[config.mk]
export PLATFORM = sky130hd
export DESIGN_NAME = handshake_responder_v
export DESIGN_NICKNAME = d
export VERILOG_FILES = /design/src/rtl/handshake_responder_v_pkg.sv /design/src/rtl/handshake_responder_v_sync.sv /design/src/rtl/handshake_responder_v.sv
export SDC_FILE = /design/constraint.sdc
export NUM_CORES = 1
export LEC_CHECK = 0
export CAP_MARGIN = 20
export CORE_MARGIN = 2
export CORE_UTILIZATION = 39
export CTS_CLUSTER_DIAMETER = 40
export DETAILED_ROUTE_END_ITERATION = 10
export HOLD_SLACK_MARGIN = 0.15
export PLACE_DENSITY = 0.7
export SYNTH_ARGS = -nofsm -noshare
export SYNTH_HDL_FRONTEND = slang
export SYNTH_SLANG_ARGS = --single-unit
[constraint.sdc]
create_clock -name Clock -period 4.27 [get_ports Clock]
set_input_delay 0.427 -clock Clock [delete_from_list [all_inputs] [get_ports Clock]]
set_output_delay 0.427 -clock Clock [all_outputs]
set_load 0.02 [all_outputs]
[src/rtl/handshake_responder_v_pkg.sv]
// Shared definitions for four-phase handshake blocks: FSM state encoding.
`timescale 1ns/1ps
package handshake_responder_v_pkg;

  typedef enum logic [1:0] {
    IDLE = 2'd0,
    HOLD = 2'd1,
    ACK  = 2'd2
  } hsState_e;

endpackage

[src/rtl/handshake_responder_v_sync.sv]
// Multi-flop single-bit synchronizer with asynchronous active-high clear.
`timescale 1ns/1ps
module async_bit_synchronizer_v #(
  parameter int STAGES = 2
) (
  input  logic Clock,
  input  logic Reset,
  input  logic asyncBit_i,
  output logic syncBit_o
);

  (* ASYNC_REG = "TRUE" *) logic [STAGES-1:0] chain_q;

  always_ff @(posedge Clock or posedge Reset) begin
    if (Reset) begin
      chain_q <= '0;
    end else begin
      chain_q <= {chain_q[STAGES-2:0], asyncBit_i};
    end
  end

  assign syncBit_o = chain_q[STAGES-1];

endmodule

[src/rtl/handshake_responder_v.sv]
// Receiving end of a four-phase req/ack handshake from a foreign clock domain,
// presenting each captured word as a valid/ready stream with end-to-end flow control.
`timescale 1ns/1ps
module handshake_responder_v
  import handshake_responder_v_pkg::*;
#(
  parameter int WORD_LENGTH = 8,
  parameter int STAGES      = 2,
  parameter int CNT_WIDTH   = 16
) (
  input  logic                   Clock,
  input  logic                   Reset,
  input  logic                   Req_in,
  input  logic [WORD_LENGTH-1:0] Data_in,
  output logic                   Ack_out,
  output logic [WORD_LENGTH-1:0] Rx_data,
  output logic                   Rx_valid,
  input  logic                   Rx_ready,
  output logic                   Busy,
  output logic                   Proto_err,
  output logic [CNT_WIDTH-1:0]   Word_count
);

  if (WORD_LENGTH < 1) begin : gBadWidth
    $error("handshake_responder_v: WORD_LENGTH must be > 0");
  end
  if (STAGES < 2) begin : gBadStages
    $error("handshake_responder_v: STAGES must be >= 2");
  end

  logic reqSync;

  async_bit_synchronizer_v #(
    .STAGES(STAGES)
  ) uReqSync (
    .Clock     (Clock),
    .Reset     (Reset),
    .asyncBit_i(Req_in),
    .syncBit_o (reqSync)
  );

  hsState_e                state_q;
  (* ASYNC_REG = "TRUE" *) logic [WORD_LENGTH-1:0] rxData_q;
  logic                    rxValid_q;
  logic                    ack_q;
  logic                    protoErr_q;
  logic                    errSeen_q;
  logic [CNT_WIDTH-1:0]    count_q;

  // Data_in is captured without synchronization: the initiator holds it stable
  // for as long as Req_in is high, and we only sample after req has crossed.
  // errSeen_q remembers an early req drop so the accept path skips ACK.
  always_ff @(posedge Clock or posedge Reset) begin
    if (Reset) begin
      state_q    <= IDLE;
      rxData_q   <= '0;
      rxValid_q  <= 1'b0;
      ack_q      <= 1'b0;
      protoErr_q <= 1'b0;
      errSeen_q  <= 1'b0;
      count_q    <= '0;
    end else begin
      protoErr_q <= 1'b0;
      case (state_q)
        IDLE: begin
          if (reqSync) begin
            rxData_q  <= Data_in;
            rxValid_q <= 1'b1;
            errSeen_q <= 1'b0;
            state_q   <= HOLD;
          end
        end
        HOLD: begin
          if (!reqSync && !errSeen_q) begin
            protoErr_q <= 1'b1;
            errSeen_q  <= 1'b1;
          end
          if (rxValid_q && Rx_ready) begin
            rxValid_q <= 1'b0;
            count_q   <= count_q + CNT_WIDTH'(1);
            if (!reqSync || errSeen_q) begin
              state_q <= IDLE;
            end else begin
              ack_q   <= 1'b1;
              state_q <= ACK;
            end
          end
        end
        ACK: begin
          if (!reqSync) begin
            ack_q   <= 1'b0;
            state_q <= IDLE;
          end
        end
        default: begin
          ack_q     <= 1'b0;
          rxValid_q <= 1'b0;
          state_q   <= IDLE;
        end
      endcase
    end
  end

  assign Ack_out    = ack_q;
  assign Rx_data    = rxData_q;
  assign Rx_valid   = rxValid_q;
  assign Busy       = (state_q != IDLE);
  assign Proto_err  = protoErr_q;
  assign Word_count = count_q;

endmodule

==> results of run 1 <==
==> how the worst max path moves through the flow <==
stage / start / slack (ns) / cells after the start / endpoint
2_1_floorplan: Rx_valid / 2.74 / 5 / Word_count[15]
3_3_place_gp: Rx_ready / 2.23 / 5 / Word_count[15]
3_5_place_dp: Rx_ready / 2.19 / 5 / Word_count[15]
4_1_cts: state_q[1] / 2.16 / 2 / Busy
5_1_grt: state_q[1] / 2.11 / 2 / Busy
6_report: state_q[1] / 2.17 / 2 / Busy
==> layer usage <==
metal / wire [microns] / global-route usage (%) / vias to the layer above
li1: - / - / 475
met1: 1080 / 16.9 / 463
met2: 1170 / 22.6 / 32
met3: 179 / 4.29 / 7
met4: 50 / 7.88 / 0
met5: 0 / 0 / -
==> worst max-delay path: stages (launching register included) <==
cell             delay (ns)
dfrtp_1                0.48
or2_2                  0.33
clkdlybuf4s50_1        0.54
==> metrics by stage <==
| stage | power [mW] | util [%] | setup WS [ns] | cells | area, sq um |
|---|---|---|---|---|---|
| after detailed placement | 0.895 | 53.6 | 2.19 | 197 | 1800 |
| final | 1.07 | 55.4 | 2.17 | 205 | 1860 |
| after CTS | 1.08 | 55.4 | 2.16 | 205 | 1860 |
| after floorplan | 0.705 | - | 2.74 | 113 | 1370 |
| after global placement | 0.888 | 53.6 | 2.23 | 197 | 1800 |
| after global routing | 1.13 | 55.4 | 2.11 | 205 | 1860 |
==> power groups by stage <==
stage          sequential [mW]  clock, mW  combinational (mW)
6_report                 0.463      0.182               0.424
4_1_cts                  0.464      0.189               0.429
5_1_grt                  0.477      0.202               0.454
2_1_floorplan            0.544          0               0.162
3_3_place_gp             0.463          0               0.425
3_5_place_dp             0.468          0               0.427
==> logic make-up (layout without fill, tap and decap cells) <==
family                     Yosys count  in the layout  share of synthesized area, %
muxes                                8              8                          6.58
xor gates and xnor gates            15             15                          9.60
AOI/OAI and AO/OA                    7              7                          2.74
adders and majority gates            1              1                         0.914
and+or+nand+nor                     43             43                          18.6
DFF                                 32             32                          58.5
buffers and inverters                7             53                          3.02
==> layout make-up <==
cell class / count / area share (%)
Sequential cell: 32 / 43.0
Multi-Input combinational cell: 74 / 28.3
Tap cell: 46 / 3.09
Clock buffer: 6 / 2.75
Inverter: 5 / 1.01
Clock inverter: 2 / 0.537
Timing Repair Buffer: 40 / 21.4
==> state kept, by name, indices dropped and copies added (netlist names) <==
signal,cells
Rx_valid,1
Rx_data,8
errSeen_q,1
Word_count,16
state_q,2
uReqSync.chain_q,2
Proto_err,1
Ack_out,1
==> synthesized netlist by cell type (all sizes together) <==
cell type	number	area share [%]
a21o	1	0.55
a21oi	5	1.8
and2	2	0.91
and4	1	0.64
and4b	1	0.73
buf	2	1.6
dfrtp	32	59
ha	1	0.91
inv	5	1.4
mux2	8	6.6
nand2	13	3.6
nand2b	2	0.91
nand3	3	1.1
nand4	4	2.9
nand4b	1	0.64
nor2	5	1.6
nor2b	1	0.46
nor3	6	2.2
nor3b	1	0.55
nor4	2	2.0
o21ai	1	0.37
or2	1	0.46
xnor2	7	4.5
xor2	8	5.1
==> results.cfg, run 1 <==
[run_status]
outcome = finished clean

[final_layout]
fin_nets = 171
fillers = 303
multi_input_area_sq_um = 527
mostFrequentLayoutCells = 39 x clkdlybuf4s50_1, 32 x dfrtp_1, 13 x nand2_1, 8 x xor2_1, 8 x mux2_2
drive_above_1_share_pct = 13.2
mostFrequentLayoutCell = clkdlybuf4s50_1
diodes = 0
syn_to_final_growth_pct = 36.1
ff_latch_area_sq_um = 801

[route]
drt_wl_total_mm = 2.48
via_per_inst = 4.77
drc = 0
vias = 977
dr.pass1.iters = 4
drtIter0Drc = 48
wl_per_cell_microns = 12.1
ant_nets = 0

[hold_path]
hp-class = reg2reg
hp-start = uReqSync.chain_q[0]
min_to = uReqSync.chain_q[1]
hold_depth = 0

[timing]
period_minus_slack_ns = 2.10
max_freq_mhz = 476
worst_pin_slew_ns = 0.402
final.setup.tns_ns = 0
grt_setup_unrepaired = no
finalSetupViolations = 0
fin_skew_ns = 0.00758
slew_headroom_pct = 73.2
hold_ws_ns = 0.376
drv_slew = 0
finalCritPeriodShare_pct = 49.2
final-hold-violation-count = 0

[critical_path]
r2r-start = state_q[1]
arrival_ns = 1.67
regToRegEndpoint = Word_count[15]
ff2ff_path_depth = 4
r2r_slack_ns = 2.56
crit_type = reg2out
cp_max_fo = 10
startpoint_type = flop
cp.required_ns = 3.84
cp-end-kind = output pin

[global_routing]
grt_max_degree = 33
grt_pass1_vias = 994
antenna_found_initial = 0
grt_pass1_wl_mm = 4.38
overflow = 0
grt_use_total_pct = 14.1

[die]
dieWidth_microns = 63.2
rows = 21
ios = 40
dieArea_sq_um = 4000
core_area_sq_um = 3360
die_h_microns = 63.2
start_util_pct = 40.7

[cts]
hold_buffers = 0
clkTransAtPathRegs_ns = 0.10
cts_tree = yes
cts_resized = 0
clk_latency_ns = 0.33
cts_sinks = 32
cts_setup_buffers = 0
cts_buffers = 5
clockRootBuffer = clkbuf_4
cts_buffer_depth = 2
h-tree-depth = 2

[synth]
synth.avg_cell_area_sq_um = 12.1
synth_cell_types = 27
synthesis.nets = 126
ys_seq_area_share_pct = 58.5
synth_area_sq_um = 1370
ys_ff_latch = 32
syn_inst = 113
yosysWarnings = 0

[placed_design]
globalplace.congestion = 0.779
portBuffers = 39
dp_hpwl_mm = 1.76

[power_and_ir_drop]
switching_share_pct = 35.7
irDropWorstVdd_mv = 0.277
clkPwrFrac_pct = 17.1
cellPowerDensity_nw_per_um2 = 574
p_leak_nw = 0.831
switchingPower_mw = 0.382
comb_power_share_pct = 39.6
p_seq_share_pct = 43.3
intPower_mw = 0.687

[run]
max_cap_violations = 0
(Power assumes the default switching activity.)
==> run 2: changes to the inputs <==
- clock period: 4.27 -> 2.15 ns (I/O delays scaled with it)
==> run 2 against run 1 <==
Cell area shrank 0.13%. Die area is the same. Combinational power grew 99%. Non-clock buffer count is the same. Hold slack lost 0.12 ns. Wire length grew 0.24%. Register-to-register slack lost 2.1 ns. First-iteration DRC count shrank 46%. Sequential share of layout area grew 0.058 points. Clock power grew 96%. Critical path type unchanged. Critical endpoint unchanged. Largest power group unchanged. Highest routed layer unchanged.
==> results.cfg, run 2 (synthesized netlist as in run 1, its figures left out) <==
[run_status]
outcome = finished clean

[placed_design]
dp_hpwl_mm = 1.76
dp_cells = 197
placed_area_sq_um = 1800
globalplace.congestion = 0.800
portBuffers = 39

[critical_path]
slowest_stage = clkdlybuf4s50_1
max_stage_delay_ns = 0.54
crit_chain = or2_2 > clkdlybuf4s50_1
crit_type = reg2out
r2r_slack_ns = 0.44
crit_end = Busy
arrival_ns = 1.67
cp.required_ns = 1.93
cp-end-kind = output pin
cp_max_fo = 10
startpoint_type = flop
ff2ff_path_depth = 4
regToRegEndpoint = Word_count[15]
r2r-start = state_q[1]
startpoint = state_q[1]

[power_and_ir_drop]
cellPowerDensity_nw_per_um2 = 1140
switchingPower_mw = 0.748
p_leak_nw = 0.826
p_seq_share_pct = 43.3
intPower_mw = 1.37
irDropWorstVdd_mv = 0.621
switching_share_pct = 35.3
comb_power_share_pct = 39.9
clkPwrFrac_pct = 16.8

[die]
dieWidth_microns = 63.2
core_area_sq_um = 3360
ios = 40
dieArea_sq_um = 4000
start_util_pct = 40.7
rows = 21
die_h_microns = 63.2

[cts]
h-tree-depth = 2
cts_buffer_depth = 2
clockRootBuffer = clkbuf_4
cts_tree = yes
cts_setup_buffers = 0
cts_sinks = 32
cts_buffers = 5
clk_latency_ns = 0.33
cts_resized = 0
clkTransAtPathRegs_ns = 0.10
hold_buffers = 0

[final_layout]
stdcell_area_sq_um = 1860
final_util_pct = 55.3
fillers = 319
mostFrequentLayoutCells = 39 x clkdlybuf4s50_1, 32 x dfrtp_1, 13 x nand2_1, 8 x xor2_1, 8 x mux2_2
fin_nets = 171
mostFrequentLayoutCell = clkdlybuf4s50_1
diodes = 0
ff_latch_area_sq_um = 801
syn_to_final_growth_pct = 35.9
largest_reg_flops = 16
multi_input_area_sq_um = 527
instances_no_fill = 205
drive_above_1_share_pct = 11.9

[timing]
final.setup.tns_ns = 0
max_freq_mhz = 530
period_minus_slack_ns = 1.89
finalCritPeriodShare_pct = 87.7
hold_ws_ns = 0.254
finalSetupViolations = 0
grt_setup_unrepaired = no
slew_headroom_pct = 73.3
drv_slew = 0
fin_skew_ns = 0.00904
final-hold-violation-count = 0
worst_pin_slew_ns = 0.400

[route]
drc = 0
dr.pass1.iters = 4
vias = 980
ant_nets = 0
wl_per_cell_microns = 12.1
drtIter0Drc = 26
via_per_inst = 4.78
drt_wl_total_mm = 2.48

[global_routing]
grt_use_total_pct = 14.3
antenna_found_initial = 0
grt_max_degree = 33
grt_pass1_wl_mm = 4.41
grt_pass1_vias = 1025
overflow = 0

[run]
max_cap_violations = 0

[hold_path]
hp-class = in2async
run 2: cell count changes in the layout (fill, tap and decap cells not counted):
cell	before	now
clkbuf_1	0	2
clkinv_2	2	0
run 2: area by class of cell:
| cell class | count | area share, % |
|---|---|---|
| Clock buffer | 8 | 3.16 |
| Inverter | 5 | 1.01 |
| Multi-Input combinational cell | 74 | 28.3 |
| Sequential cell | 32 | 43.0 |
| Tap cell | 46 | 3.09 |
| Timing Repair Buffer | 40 | 21.4 |
run 2: power groups by stage:
| stage | Sequential (mW) | Combinational [mW] | Clock, mW |
|---|---|---|---|
| floorplan | 1.08 | 0.321 | 0 |
| global placement | 0.920 | 0.844 | 0 |
| detailed placement | 0.930 | 0.853 | 0 |
| CTS | 0.922 | 0.857 | 0.368 |
| global route | 0.950 | 0.902 | 0.396 |
| finish | 0.917 | 0.845 | 0.356 |
run 2: routing by layer:
metal | vias to the layer above | track usage [%] | part of all wire, %
li1 | 476 | - | -
met2 | 30 | 24.2 | 49
met5 | - | 0 | 0
met3 | 4 | 5.36 | 6.9
met4 | 0 | 7.34 | 1.5
met1 | 470 | 15.6 | 42
run 2: through the flow:
stage	setup slack [ns]	total power [mW]
2_1_floorplan	0.625	1.40
3_3_place_gp	0.326	1.76
3_5_place_dp	0.261	1.78
4_1_cts	0.250	2.15
5_1_grt	0.166	2.25
6_report	0.264	2.12
run 2: worst min-delay path by stage:
stage                   startpoint                   to
6_report                     Reset           Rx_data[7]
5_1_grt                      Reset           Rx_data[7]
4_1_cts                      Reset           Rx_data[7]
3_5_place_dp   uReqSync.chain_q[0]  uReqSync.chain_q[1]
3_3_place_gp   uReqSync.chain_q[0]  uReqSync.chain_q[1]
2_1_floorplan               Req_in  uReqSync.chain_q[0]
run 2: worst max-delay path: cells and delay by family (launching register included):
kind	cells	cell delay, ns
flip-flops	1	0.48
AND/OR/NAND/NOR	1	0.33
buffers and inverters	1	0.54
==> run 3: changes to the inputs <==
- CORE_MARGIN: 2 -> default
==> run 3 against run 2 <==
Non-clock buffer count rose by 1. Sequential cell count did not move. Die area fell by 6.2%. Worst setup slack improved by 0.0059 ns. First-iteration DRC count rose by 50%. Clock-buffer cell count did not move. Maximum frequency rose by 0.32%. Register-to-register slack got worse by 0.04 ns. Core utilization rose by 0.74 points. Critical path depth did not move. Hold slack improved by 0.076 ns.
==> results.cfg, run 3 (synthesized netlist as in run 1, its figures left out) <==
[run_status]
outcome = finished clean

[critical_path]
max_stage_delay_ns = 0.53
path_delay_family = buffers and inverters
crit_chain = or2_2 > clkdlybuf4s50_1
crit_buf_inv = 1
regToRegEndpoint = Word_count[11]
slowest_stage = clkdlybuf4s50_1
crit_type = reg2out
r2r_slack_ns = 0.40
cp_max_fo = 10
crit_cells = 2
startpoint_type = flop
ff2ff_path_depth = 4
startpoint = state_q[1]
r2r-start = state_q[1]
cp-end-kind = output pin
crit_end = Busy
arrival_ns = 1.67
cp.required_ns = 1.93

[die]
start_util_pct = 41.0
ios = 40
die_h_microns = 61.2
dieWidth_microns = 61.2
rows = 21
core_area_sq_um = 3340
dieArea_sq_um = 3750

[timing]
final-hold-violation-count = 0
hold_ws_ns = 0.331
grt_setup_unrepaired = no
finalSetupViolations = 0
setup_slack_ns = 0.270
fin_skew_ns = 0.00192
finalCritPeriodShare_pct = 87.5
slew_headroom_pct = 72.4
worst_pin_slew_ns = 0.414
final.setup.tns_ns = 0
period_minus_slack_ns = 1.88
max_freq_mhz = 532
drv_slew = 0

[power_and_ir_drop]
p_total_mw = 2.12
irDropWorstVdd_mv = 0.529
p_leak_nw = 0.830
cellPowerDensity_nw_per_um2 = 1130

[global_routing]
overflow = 0
grt_use_total_pct = 16.8
antenna_found_initial = 0
grt_pass1_wl_mm = 4.44
grt_pass1_vias = 999
grt_max_degree = 28

[run]
max_cap_violations = 0

[placed_design]
dp_hpwl_mm = 1.96
portBuffers = 39
globalplace.congestion = 0.798
place_ws_ns = 0.252
dp_cells = 197
placed_area_sq_um = 1800

[route]
wl_per_cell_microns = 12.6
dr_wl_met2_mm = 1.31
met1Wirelength_mm = 1.07
dr.pass1.iters = 4
drc = 0
via_per_inst = 4.80
vias = 988
route.met3.wl_microns = 202
drt_wl_total_mm = 2.60
highest_layer = met4
drtIter0Drc = 39
ant_nets = 0

[cts]
clockRootBuffer = clkbuf_4
clk_latency_ns = 0.32
cts_tree = yes
clkTransAtPathRegs_ns = 0.09
cts_buffer_depth = 2
h-tree-depth = 2
cts_buffers = 5
cts_resized = 0
cts_sinks = 32

[final_layout]
fin_nets = 172
mostFrequentLayoutCell = clkdlybuf4s50_1
mostFrequentLayoutCells = 39 x clkdlybuf4s50_1, 32 x dfrtp_1, 13 x nand2_1, 8 x xor2_1, 8 x mux2_2
instances_no_fill = 206
stdcell_area_sq_um = 1870
drive_above_1_share_pct = 11.9
final_util_pct = 56.1
syn_to_final_growth_pct = 36.7
diodes = 0
largest_reg_flops = 16

[hold_path]
hp-class = in2reg
==> run 3: worst min-delay path by stage <==
| stage | from | end | depth (start not counted) |
|---|---|---|---|
| final | Req_in | uReqSync.chain_q[0] | 1 |
| after global routing | Req_in | uReqSync.chain_q[0] | 1 |
| after CTS | Req_in | uReqSync.chain_q[0] | 1 |
| after detailed placement | uReqSync.chain_q[0] | uReqSync.chain_q[1] | 0 |
| after global placement | uReqSync.chain_q[0] | uReqSync.chain_q[1] | 0 |
| after floorplan | Req_in | uReqSync.chain_q[0] | 0 |
==> run 3: final cells by class <==
cell class              count  area [sq um]
multi-input cells          74           527
fillers                   322          1470
repair buffers             41           408
clock buffers               8          58.8
inverters                   5          18.8
flip-flops and latches     32           801
well taps                  46          57.6
==> run 3: metal layers <==
layer | vias up | global-route usage [%]
li1 | 472 | -
met3 | 2 | 7.98
met1 | 480 | 19.4
met5 | - | 0
met4 | 0 | 5.84
met2 | 34 | 27.3
==> run 3: repair_timing <==
| item | 4_1_cts | 5_1_grt |
|---|---|---|
| hold buffers | 1 | 0 |
| hold endpoints to repair | 5 | 0 |
| setup buffers | 0 | 0 |
==> run 3: power by group <==
group | internal, mW | switching, mW | total [mW] | leakage, nW
clock | 0.161 | 0.190 | 0.352 | 0.0326
sequential | 0.768 | 0.151 | 0.920 | 0.397
combinational | 0.443 | 0.403 | 0.846 | 0.401
